--- src/rtl/mem_access_unit.sv ---
// mem_access_unit
// ---------------------------------------------------------------------------
// Load/store unit sitting between the EX stage and an SRAM-like data bus.
// Accepts one memory operation at a time, computes the effective address
// (base + offset, wrapping), traps misaligned half/word accesses locally,
// drives an address/data two-phase bus handshake, and returns one response
// (sign/zero-extended load data or a store acknowledge).
//
// Ports
//   clk, resetn            clock; synchronous active-low reset
//   req_valid / req_ready  request handshake (ready only while idle)
//   op                     000 LB, 001 LBU, 010 LH, 011 LHU, 100 LW,
//                          101 SB, 110 SH, 111 SW
//   base, offset, wdata    rs value, sign-extended immediate, rt value
//   data_req/wr/size/addr/wdata      bus request (held stable until addr_ok)
//   data_addr_ok, data_data_ok, data_rdata   bus responses
//   flush                  pipeline flush; cancels/discards the operation
//   resp_valid, resp_rdata one-cycle response with load data (0 for stores)
//   exc_code, badvaddr     00 none, 01 AdEL, 10 AdES; faulting address
// ---------------------------------------------------------------------------
module mem_access_unit #(
  parameter int ADDR_W = 32
) (
  input  logic              clk,
  input  logic              resetn,
  input  logic              req_valid,
  output logic              req_ready,
  input  logic [2:0]        op,
  input  logic [ADDR_W-1:0] base,
  input  logic [ADDR_W-1:0] offset,
  input  logic [ADDR_W-1:0] wdata,
  output logic              data_req,
  output logic              data_wr,
  output logic [1:0]        data_size,
  output logic [ADDR_W-1:0] data_addr,
  output logic [ADDR_W-1:0] data_wdata,
  input  logic              data_addr_ok,
  input  logic              data_data_ok,
  input  logic [ADDR_W-1:0] data_rdata,
  input  logic              flush,
  output logic              resp_valid,
  output logic [ADDR_W-1:0] resp_rdata,
  output logic [1:0]        exc_code,
  output logic [ADDR_W-1:0] badvaddr
);

  localparam logic [1:0] ST_IDLE = 2'd0;
  localparam logic [1:0] ST_ADDR = 2'd1;
  localparam logic [1:0] ST_DATA = 2'd2;
  localparam logic [1:0] ST_RESP = 2'd3;

  localparam logic [1:0] EXC_NONE = 2'b00;
  localparam logic [1:0] EXC_ADEL = 2'b01;
  localparam logic [1:0] EXC_ADES = 2'b10;

  function automatic logic [1:0] op_size(input logic [2:0] o);
    logic [1:0] s;
    case (o)
      3'b000, 3'b001, 3'b101: s = 2'd0;
      3'b010, 3'b011, 3'b110: s = 2'd1;
      default:                s = 2'd2;
    endcase
    return s;
  endfunction

  function automatic logic op_is_store(input logic [2:0] o);
    return o[2] & (o[1] | o[0]);
  endfunction

  // Registered state
  logic [1:0]        state_q, state_d;
  logic [2:0]        op_q, op_d;
  logic [ADDR_W-1:0] addr_q, addr_d;
  logic [ADDR_W-1:0] wdata_q, wdata_d;
  logic [ADDR_W-1:0] rdata_q, rdata_d;
  logic [1:0]        exc_q, exc_d;
  logic [ADDR_W-1:0] badvaddr_q, badvaddr_d;
  // Set when a flush hit an access whose address phase already completed:
  // the data phase must still be absorbed, but its result is thrown away.
  logic              discard_q, discard_d;

  // Request-side decode
  logic [ADDR_W-1:0] req_addr;
  logic [1:0]        req_size;
  logic              req_misaligned;
  logic              accept;
  logic [ADDR_W-1:0] req_wdata_rep;

  assign req_addr       = base + offset;
  assign req_size       = op_size(op);
  assign req_misaligned = ((req_size == 2'd1) && req_addr[0]) ||
                          ((req_size == 2'd2) && (req_addr[1:0] != 2'b00));
  assign accept         = (state_q == ST_IDLE) && req_valid && !flush;

  // Store data is replicated across all byte lanes so the bus slave can pick
  // the lane from the address without the unit shifting data.
  for (genvar gi = 0; gi < 4; gi++) begin : g_wlane
    assign req_wdata_rep[8*gi +: 8] =
        (req_size == 2'd0) ? wdata[7:0] :
        (req_size == 2'd1) ? wdata[8*(gi%2) +: 8] :
                             wdata[8*gi +: 8];
  end

  // Load extraction from the raw bus word using the registered address
  logic [7:0]        ld_byte;
  logic [15:0]       ld_half;
  logic [ADDR_W-1:0] ld_value;

  always_comb begin
    ld_byte = data_rdata[7:0];
    case (addr_q[1:0])
      2'd0: ld_byte = data_rdata[7:0];
      2'd1: ld_byte = data_rdata[15:8];
      2'd2: ld_byte = data_rdata[23:16];
      default: ld_byte = data_rdata[31:24];
    endcase
    ld_half = addr_q[1] ? data_rdata[31:16] : data_rdata[15:0];
    case (op_q)
      3'b000:  ld_value = {{24{ld_byte[7]}}, ld_byte};
      3'b001:  ld_value = {24'd0, ld_byte};
      3'b010:  ld_value = {{16{ld_half[15]}}, ld_half};
      3'b011:  ld_value = {16'd0, ld_half};
      3'b100:  ld_value = data_rdata;
      default: ld_value = '0;  // stores acknowledge with zero data
    endcase
  end

  // Next-state logic
  always_comb begin
    state_d    = state_q;
    op_d       = op_q;
    addr_d     = addr_q;
    wdata_d    = wdata_q;
    rdata_d    = rdata_q;
    exc_d      = exc_q;
    badvaddr_d = badvaddr_q;
    discard_d  = discard_q;

    case (state_q)
      ST_IDLE: begin
        if (accept) begin
          op_d      = op;
          addr_d    = req_addr;
          wdata_d   = req_wdata_rep;
          rdata_d   = '0;
          discard_d = 1'b0;
          if (req_misaligned) begin
            // Trap locally: no bus traffic, respond next cycle.
            state_d    = ST_RESP;
            exc_d      = op_is_store(op) ? EXC_ADES : EXC_ADEL;
            badvaddr_d = req_addr;
          end else begin
            state_d    = ST_ADDR;
            exc_d      = EXC_NONE;
            badvaddr_d = '0;
          end
        end
      end

      ST_ADDR: begin
        if (data_addr_ok) begin
          if (data_data_ok) begin
            rdata_d = ld_value;
            state_d = flush ? ST_IDLE : ST_RESP;
          end else begin
            state_d   = ST_DATA;
            discard_d = flush;
          end
        end else if (flush) begin
          // Address not yet taken by the bus: safe to drop outright.
          state_d = ST_IDLE;
        end
      end

      ST_DATA: begin
        if (data_data_ok) begin
          rdata_d   = ld_value;
          state_d   = (flush || discard_q) ? ST_IDLE : ST_RESP;
          discard_d = 1'b0;
        end else if (flush) begin
          discard_d = 1'b1;
        end
      end

      default: begin  // ST_RESP
        state_d = ST_IDLE;
      end
    endcase
  end

  always_ff @(posedge clk) begin
    if (!resetn) begin
      state_q    <= ST_IDLE;
      op_q       <= 3'd0;
      addr_q     <= '0;
      wdata_q    <= '0;
      rdata_q    <= '0;
      exc_q      <= EXC_NONE;
      badvaddr_q <= '0;
      discard_q  <= 1'b0;
    end else begin
      state_q    <= state_d;
      op_q       <= op_d;
      addr_q     <= addr_d;
      wdata_q    <= wdata_d;
      rdata_q    <= rdata_d;
      exc_q      <= exc_d;
      badvaddr_q <= badvaddr_d;
      discard_q  <= discard_d;
    end
  end

  // Outputs
  assign req_ready  = (state_q == ST_IDLE);
  assign data_req   = (state_q == ST_ADDR);
  assign data_wr    = (state_q == ST_ADDR) && op_is_store(op_q);
  assign data_size  = op_size(op_q);
  assign data_addr  = addr_q;
  assign data_wdata = wdata_q;
  // A flush arriving in the response cycle kills the response.
  assign resp_valid = (state_q == ST_RESP) && !flush;
  assign resp_rdata = rdata_q;
  assign exc_code   = exc_q;
  assign badvaddr   = badvaddr_q;

endmodule

--- config.mk ---
export PLATFORM = sky130hd
export DESIGN_NAME = mem_access_unit
export DESIGN_NICKNAME = d
export VERILOG_FILES = /design/src/rtl/mem_access_unit.sv
export SDC_FILE = /design/constraint.sdc
export NUM_CORES = 1
export LEC_CHECK = 0
export ABC_AREA = 0
export CAP_MARGIN = 20
export CORE_UTILIZATION = 49
export CTS_CLUSTER_DIAMETER = 40
export DETAILED_ROUTE_END_ITERATION = 8
export PLACE_DENSITY_LB_ADDON = 0.2
export SYNTH_ARGS = -nofsm -noshare
export SYNTH_HDL_FRONTEND = slang
export SYNTH_SLANG_ARGS = --single-unit
--- constraint.sdc ---
create_clock -name clk -period 5.7 [get_ports clk]
set_input_delay 1.14 -clock clk [delete_from_list [all_inputs] [get_ports clk]]
set_output_delay 1.14 -clock clk [all_outputs]
set_load 0.01 [all_outputs]
## Yosys cells after proc, flatten, opt, wreduce, memory -nomap -nowiden

Index checks and enable logic that the tools add are counted.

| word-level totals | value |
|---|---|
| word-level logic and storage cells | 93 |
| bits in registers | 136 |

| operators by class | value |
|---|---|
| reductions and logical operators | 24 |
| $add $sub $neg | 1 |
| equality and inequality tests | 24 |
| muxes and demuxes | 32 |
| bitwise operators | 4 |

Operators with widths:

| kind | number |
|---|---|
| $pmux 32 s5 | 1 |
| $mux 32 | 4 |
| $pmux 32 s3 | 1 |
| $mux 8 | 5 |
| $add 32x32->32 | 1 |
| $pmux 8 s3 | 1 |
| $mux 2 | 10 |
| $mux 16 | 1 |
| $eq 3x3->1 const B | 5 |
| $eq 3x2->1 const B | 4 |
| $reduce_or 3->1 | 4 |
| $eq 2x2->1 const B | 4 |
| $pmux 2 s2 | 2 |
| $eq 2x1->1 const B | 3 |
| $eq 3x1->1 const B | 2 |
| $logic_and 1x1->1 | 6 |
| $logic_not 2->1 | 3 |
| $logic_not 3->1 | 2 |
| $pmux 2 s3 | 1 |
| $reduce_and 3->1 | 2 |
| $mux 1 | 5 |
| $reduce_and 5->1 | 1 |
| $ne 2x1->1 const B | 2 |
| $ne 2x2->1 const B | 2 |
| 10 further kinds | 13 |

## Longest topological paths before layout

| logic depth | value |
|---|---|
| depth in word-level cells | 9 |
| mapped depth | 10 |
| depth with buffers taken out | 9 |

## Worst setup path before layout

OpenSTA, ideal clock, no wires.

| timing path | value |
|---|---|
| kind | in2reg |
| from | input port offset[0] |
| to | register badvaddr_q[30] (netlist: badvaddr[30]) |
| arrival | 3.202 ns |
| stages on the path | 9 |
| setup slack | 2.380 ns |
| setup time | 0.118 ns |
| buffers on the path | 0 |
| cells stage by stage | ha_1 fa_1 a21o_1 a221o_1 o21ai_1 o211ai_1 a211oi_1 xor2_1 o21ai_1 |

| between the ends | value |
|---|---|
| longest elaborated chain between the ends | 5 |
| elaborated cells between the ends (all ways) | 6 |
| classes of those cells | add/sub: 1; mux: 1; reduce/logical: 4 |

RTL lines:

| item | RTL line | text |
|---|---|---|
| start: declaration | 30 | `input logic [ADDR_W-1:0] offset,` |
| $add 32x32->32 (*) | 89 | `assign req_addr = base + offset;` |
| $reduce_bool 2->1 | 92 | `((req_size == 2'd2) && (req_addr[1:0] != 2'b00));` |
| $logic_and 1x1->1 | 92 |  |
| $logic_or 1x1->1 | 91 | `assign req_misaligned = ((req_size == 2'd1) && req_addr[0]) \|\|` |
| $mux 32 (*) | 147 | `if (req_misaligned) begin` |
| end signal: assignment | 208 | `badvaddr_q <= badvaddr_d;` |
| end: declaration | 77 | `logic [ADDR_W-1:0] badvaddr_q, badvaddr_d;` |

Mark *: on every way between the ends. The rest lies on a longest branch, timed or not.
A chain may end at the register's enable or synchronous reset.

## Worst setup path after layout

| timing path | value |
|---|---|
| from | input port flush |
| to | register rdata_q[6] (netlist: resp_rdata[6]) |

| between the ends | value |
|---|---|
| longest elaborated chain between the ends | 4 |

RTL lines:

| item | RTL line | text |
|---|---|---|
| start: declaration | 40 | `input logic flush,` |
| $logic_not 1->1 | 93 | `assign accept = (state_q == ST_IDLE) && req_valid && !flush;` |
| $logic_and 1x1->1 | 93 |  |
| $ne 2x1->1 (no line) | -- |  |
| $reduce_and 3->1 (no line) | -- |  |
| end signal: assignment | 206 | `rdata_q <= rdata_d;` |
| end: declaration | 75 | `logic [ADDR_W-1:0] rdata_q, rdata_d;` |

No other way between the ends.

==> run summary <==
The static leakage came out at 4.37 nW. The H-tree generated during clock tree synthesis spans 4 levels. Pin placement for this block handled 273 I/O pins. The number of rows created at floorplan came out at 45. Across the routed clock network, the largest skew measured is 7.47 ps. Clock latency on the worst-skew pair, taken at its later pin, is 420 ps. The pin count of the biggest net entering global routing came out at 85.

The routed wire length per instance is 17.7 um. The slew of the pin with the lowest slew margin is 1130 ps. The max-cap violation count is 0. The worst-case IR drop observed on VDD is 0.222 mV. The top layer used by detailed routing is met4. The total power consumption of the routed design is 3.56 mW.

Global routing finished with a remaining overflow of 0. The length of routed met2 wiring came out at 11300 um. The maximum clock path buffer count is 2. The distinct cell type count of the synthesized netlist came out at 67.

The worst setup path is launched from an input port. The post-cts resize count is 0. The global-route wire length before repair is 36700 um. The placeable core region came out at 15200 sq um. The via count of the first global-routing pass was 7193. Summing all placed instances gives a cell area of 10400 sq um.

The data arrival time of the critical path came out at 3950 ps. The worst max-slew margin expressed relative to the limit came out at 0.243. The routed wire length on met3 came out at 1660 um. The final-stage net count is 1303. In the final layout, the multi-input gates occupy 4550 sq um. The number of buffers created by CTS came out at 17.

The final routed DRC violation total came out at 0. The count of port buffers added during placement is 272. The die extent in y came out at 127 um.

The post-synthesis cell count came out at 887. Clock-pin slew was measured on the worst setup and hold paths at 60 ps. The area share of the largest cell type after synthesis is 0.357. The ratio of total power to cell area came out at 325 nW/um^2. Measured on the finished design, the core utilization comes to 0.722. The initial standard-cell utilization of the core is 0.502.

In this run the horizontal extent of the chip is 127 um. Of the synthesized area, sequential elements account for 0.357. The minimum clock period after layout is 3590 ps. The number of sinks driven by the clock tree is 136.

The worst register-to-register path has a setup slack of 2820 ps. The estimated wirelength of the detail-placed design is 17400 um. The number of buffers inserted for hold repair after clock tree synthesis came out at 0.

The count of TritonRoute iterations in the first routing pass came out at 8. The share of async-settable or async-resettable flops after synthesis came out at 0. Fill cells in the final layout number 1184. Setup repair after global routing left no endpoint under its margin. Counting every net in the synthesized netlist gives 1061. STA classifies the critical path endpoint as a flop. The combined global-route utilization of all metal layers is 0.289.

The number of vias in the routed layout came out at 7660. For this run, the leading register cell type out of synthesis is sky130_fd_sc_hd__dfxtp_1. The area overhead of the layout relative to synthesis came out at 43.7%. Yosys mapped a number of flops with a built-in enable equal to 0.

By area the synthesized netlist is led by sky130_fd_sc_hd__dfxtp_1 (36%), sky130_fd_sc_hd__nand2_1 (7.1%), sky130_fd_sc_hd__ha_1 (5.9%). In this run the worst path has a maximum fanout of 33. The detailed-routing wirelength on met1 is 9920 um. Setup violations remaining at the end of the flow were counted as 0. The violation count after the first detailed-routing iteration came out at 594. The Yosys step of the flow raised 0 warnings.

The final worst-path cycle share came out at 0.630. The max-slew violation total from the final report came out at 0. The ratio of routed vias to standard cells is 5.76. The data required time at the worst endpoint came out at 6060 ps. The die covers 16100 sq um.

After synthesis the cells add up to 7640 sq um. 0 antenna diodes ended up in the layout. Summed over all layers, the routed wires come to 23600 um. The worst setup path is of the in -> reg kind. The number of antenna-violating nets in the routed design came out at 0.

The synthesized flop and latch total came out at 136. The area of all sequential standard cells is 2720 sq um. In the final layout, the share of cells above drive strength 1 is 0.0560. Once the clock tree was built, the setup fixing pass inserted 0 buffers. The run finished with clean final reports. The average instance area after synthesis came out at 8.61 sq um. The global placer's final weighted congestion came out at 0.881. The total negative slack for setup checks is 0 ps. Based on the critical path, the design can be clocked at up to 0.278 GHz. Summed over all instances, the cell type with the most area after synthesis is sky130_fd_sc_hd__dfxtp_1. After routing the design area is 11000 sq um. The clock tree from TritonCTS is done. Clock tree synthesis selected as its root buffer the cell sky130_fd_sc_hd__clkbuf_16. The total count of hold-check failures in the final report came out at 0. The worst hold path belongs to the class reg -> reg.

The number of antenna violations at the first check in global routing came out at 0.
cell type report:
type,count,share of cell area
multi-input combinational,676,0.415
timing repair buffer,281,0.256
sequential,136,0.248
clock buffer,18,0.0391
tap,188,0.0214
clock inverter,14,0.0148
inverter,17,0.00582
flip-flops by register name (all words and copies together) (netlist names):
register,cells
op_q,3
discard_q,1
data_wdata,32
badvaddr,32
exc_code,2
resp_rdata,32
state_q,2
data_addr,32
power by group:
group / internal (mW) / switching [mW]
Combinational: 0.611 / 0.656
Sequential: 1.09 / 0.0890
Clock: 0.655 / 0.458
Total: 2.36 / 1.20
routing by layer:
layer | track usage | up-vias
met3 | 0.0582 | 50
met5 | 0 | -
met1 | 0.356 | 3555
met4 | 0.120 | 0
met2 | 0.493 | 342
li1 | - | 3713
Yosys cell counts, drive strengths merged (6+ instances only):
master and instances:
nand2 144, dfxtp 136, a21oi 72, o21ai 62, and2 45, clkbuf 37, ha 36, a21boi 32
nor2 31, a22o 28, buf 20, a21o 18, o211a 18, inv 17, xor2 16, xnor2 14
nor2b 13, a221oi 12, a22oi 12, mux2i 9, nand3 9, nand4 9, o311a 9, mux4 8
o211ai 8, a222oi 7, nand2b 7, a211oi 6, o21bai 6
path summary, 6_finish.rpt:
check | start | to | cells after the start
setup / recovery | flush | resp_rdata[6] | 8
hold / removal | badvaddr[30] | badvaddr[30] | 2
setup reg to reg | state_q[1] | resp_rdata[6] | 8
hold reg to reg | badvaddr[30] | badvaddr[30] | 2
cell usage in the layout, fill, tap and decap left out, types with 6 or more instances in the layout:
| cell | count |
|---|---|
| sky130_fd_sc_hd__xnor2_1 | 14 |
| sky130_fd_sc_hd__inv_1 | 17 |
| sky130_fd_sc_hd__a222oi_1 | 7 |
| sky130_fd_sc_hd__a22o_1 | 28 |
| sky130_fd_sc_hd__nor2_1 | 30 |
| sky130_fd_sc_hd__nand2b_1 | 7 |
| sky130_fd_sc_hd__clkbuf_16 | 17 |
| sky130_fd_sc_hd__xor2_1 | 16 |
| sky130_fd_sc_hd__nand4_1 | 9 |
| sky130_fd_sc_hd__nor2b_1 | 13 |
| sky130_fd_sc_hd__and2_1 | 45 |
| sky130_fd_sc_hd__o211ai_1 | 7 |
| sky130_fd_sc_hd__o21bai_1 | 6 |
| sky130_fd_sc_hd__o211a_1 | 18 |
| sky130_fd_sc_hd__a22oi_1 | 12 |
| sky130_fd_sc_hd__mux4_2 | 8 |
| sky130_fd_sc_hd__mux2i_1 | 9 |
| sky130_fd_sc_hd__nand2_1 | 144 |
| sky130_fd_sc_hd__dfxtp_1 | 136 |
| sky130_fd_sc_hd__ha_1 | 36 |
| sky130_fd_sc_hd__o311a_1 | 8 |
| sky130_fd_sc_hd__buf_4 | 8 |
| sky130_fd_sc_hd__clkdlybuf4s50_1 | 271 |
| sky130_fd_sc_hd__o21ai_0 | 56 |
| sky130_fd_sc_hd__a21oi_1 | 71 |
| sky130_fd_sc_hd__nand3_1 | 9 |
| sky130_fd_sc_hd__a21o_1 | 17 |
| sky130_fd_sc_hd__a21boi_0 | 32 |
| sky130_fd_sc_hd__a221oi_1 | 12 |
cell families (layout without fill, tap and decap cells):
group,count (synthesis),count (layout),share of synthesized area
buf+inv,75,330,0.0487
compound gates,313,313,0.293
simple gates,278,278,0.169
fa+ha+maj,37,37,0.0616
flops,136,136,0.357
xor+xnor,30,30,0.0344
mux,18,18,0.0369
stage by stage:
step                      instances  setup WS [ps]  hold slack, ps
after floorplan                 887           2380             449
after global placement         1297           1730             435
after detailed placement       1298           1710             442
after CTS                      1330           2130             451
after global routing           1330           1900             484
final                          1330           2110             450
worst max-delay path, stage by stage:
cell and delay [ps]:
sky130_fd_sc_hd__clkdlybuf4s50_1 500, sky130_fd_sc_hd__nand2b_1 270, sky130_fd_sc_hd__a221oi_1 510, sky130_fd_sc_hd__o21ai_2 90, sky130_fd_sc_hd__buf_4 260, sky130_fd_sc_hd__a211o_1 660, sky130_fd_sc_hd__o21ai_0 340, sky130_fd_sc_hd__and2_1 160
Power figures use the tool's default switching activity.
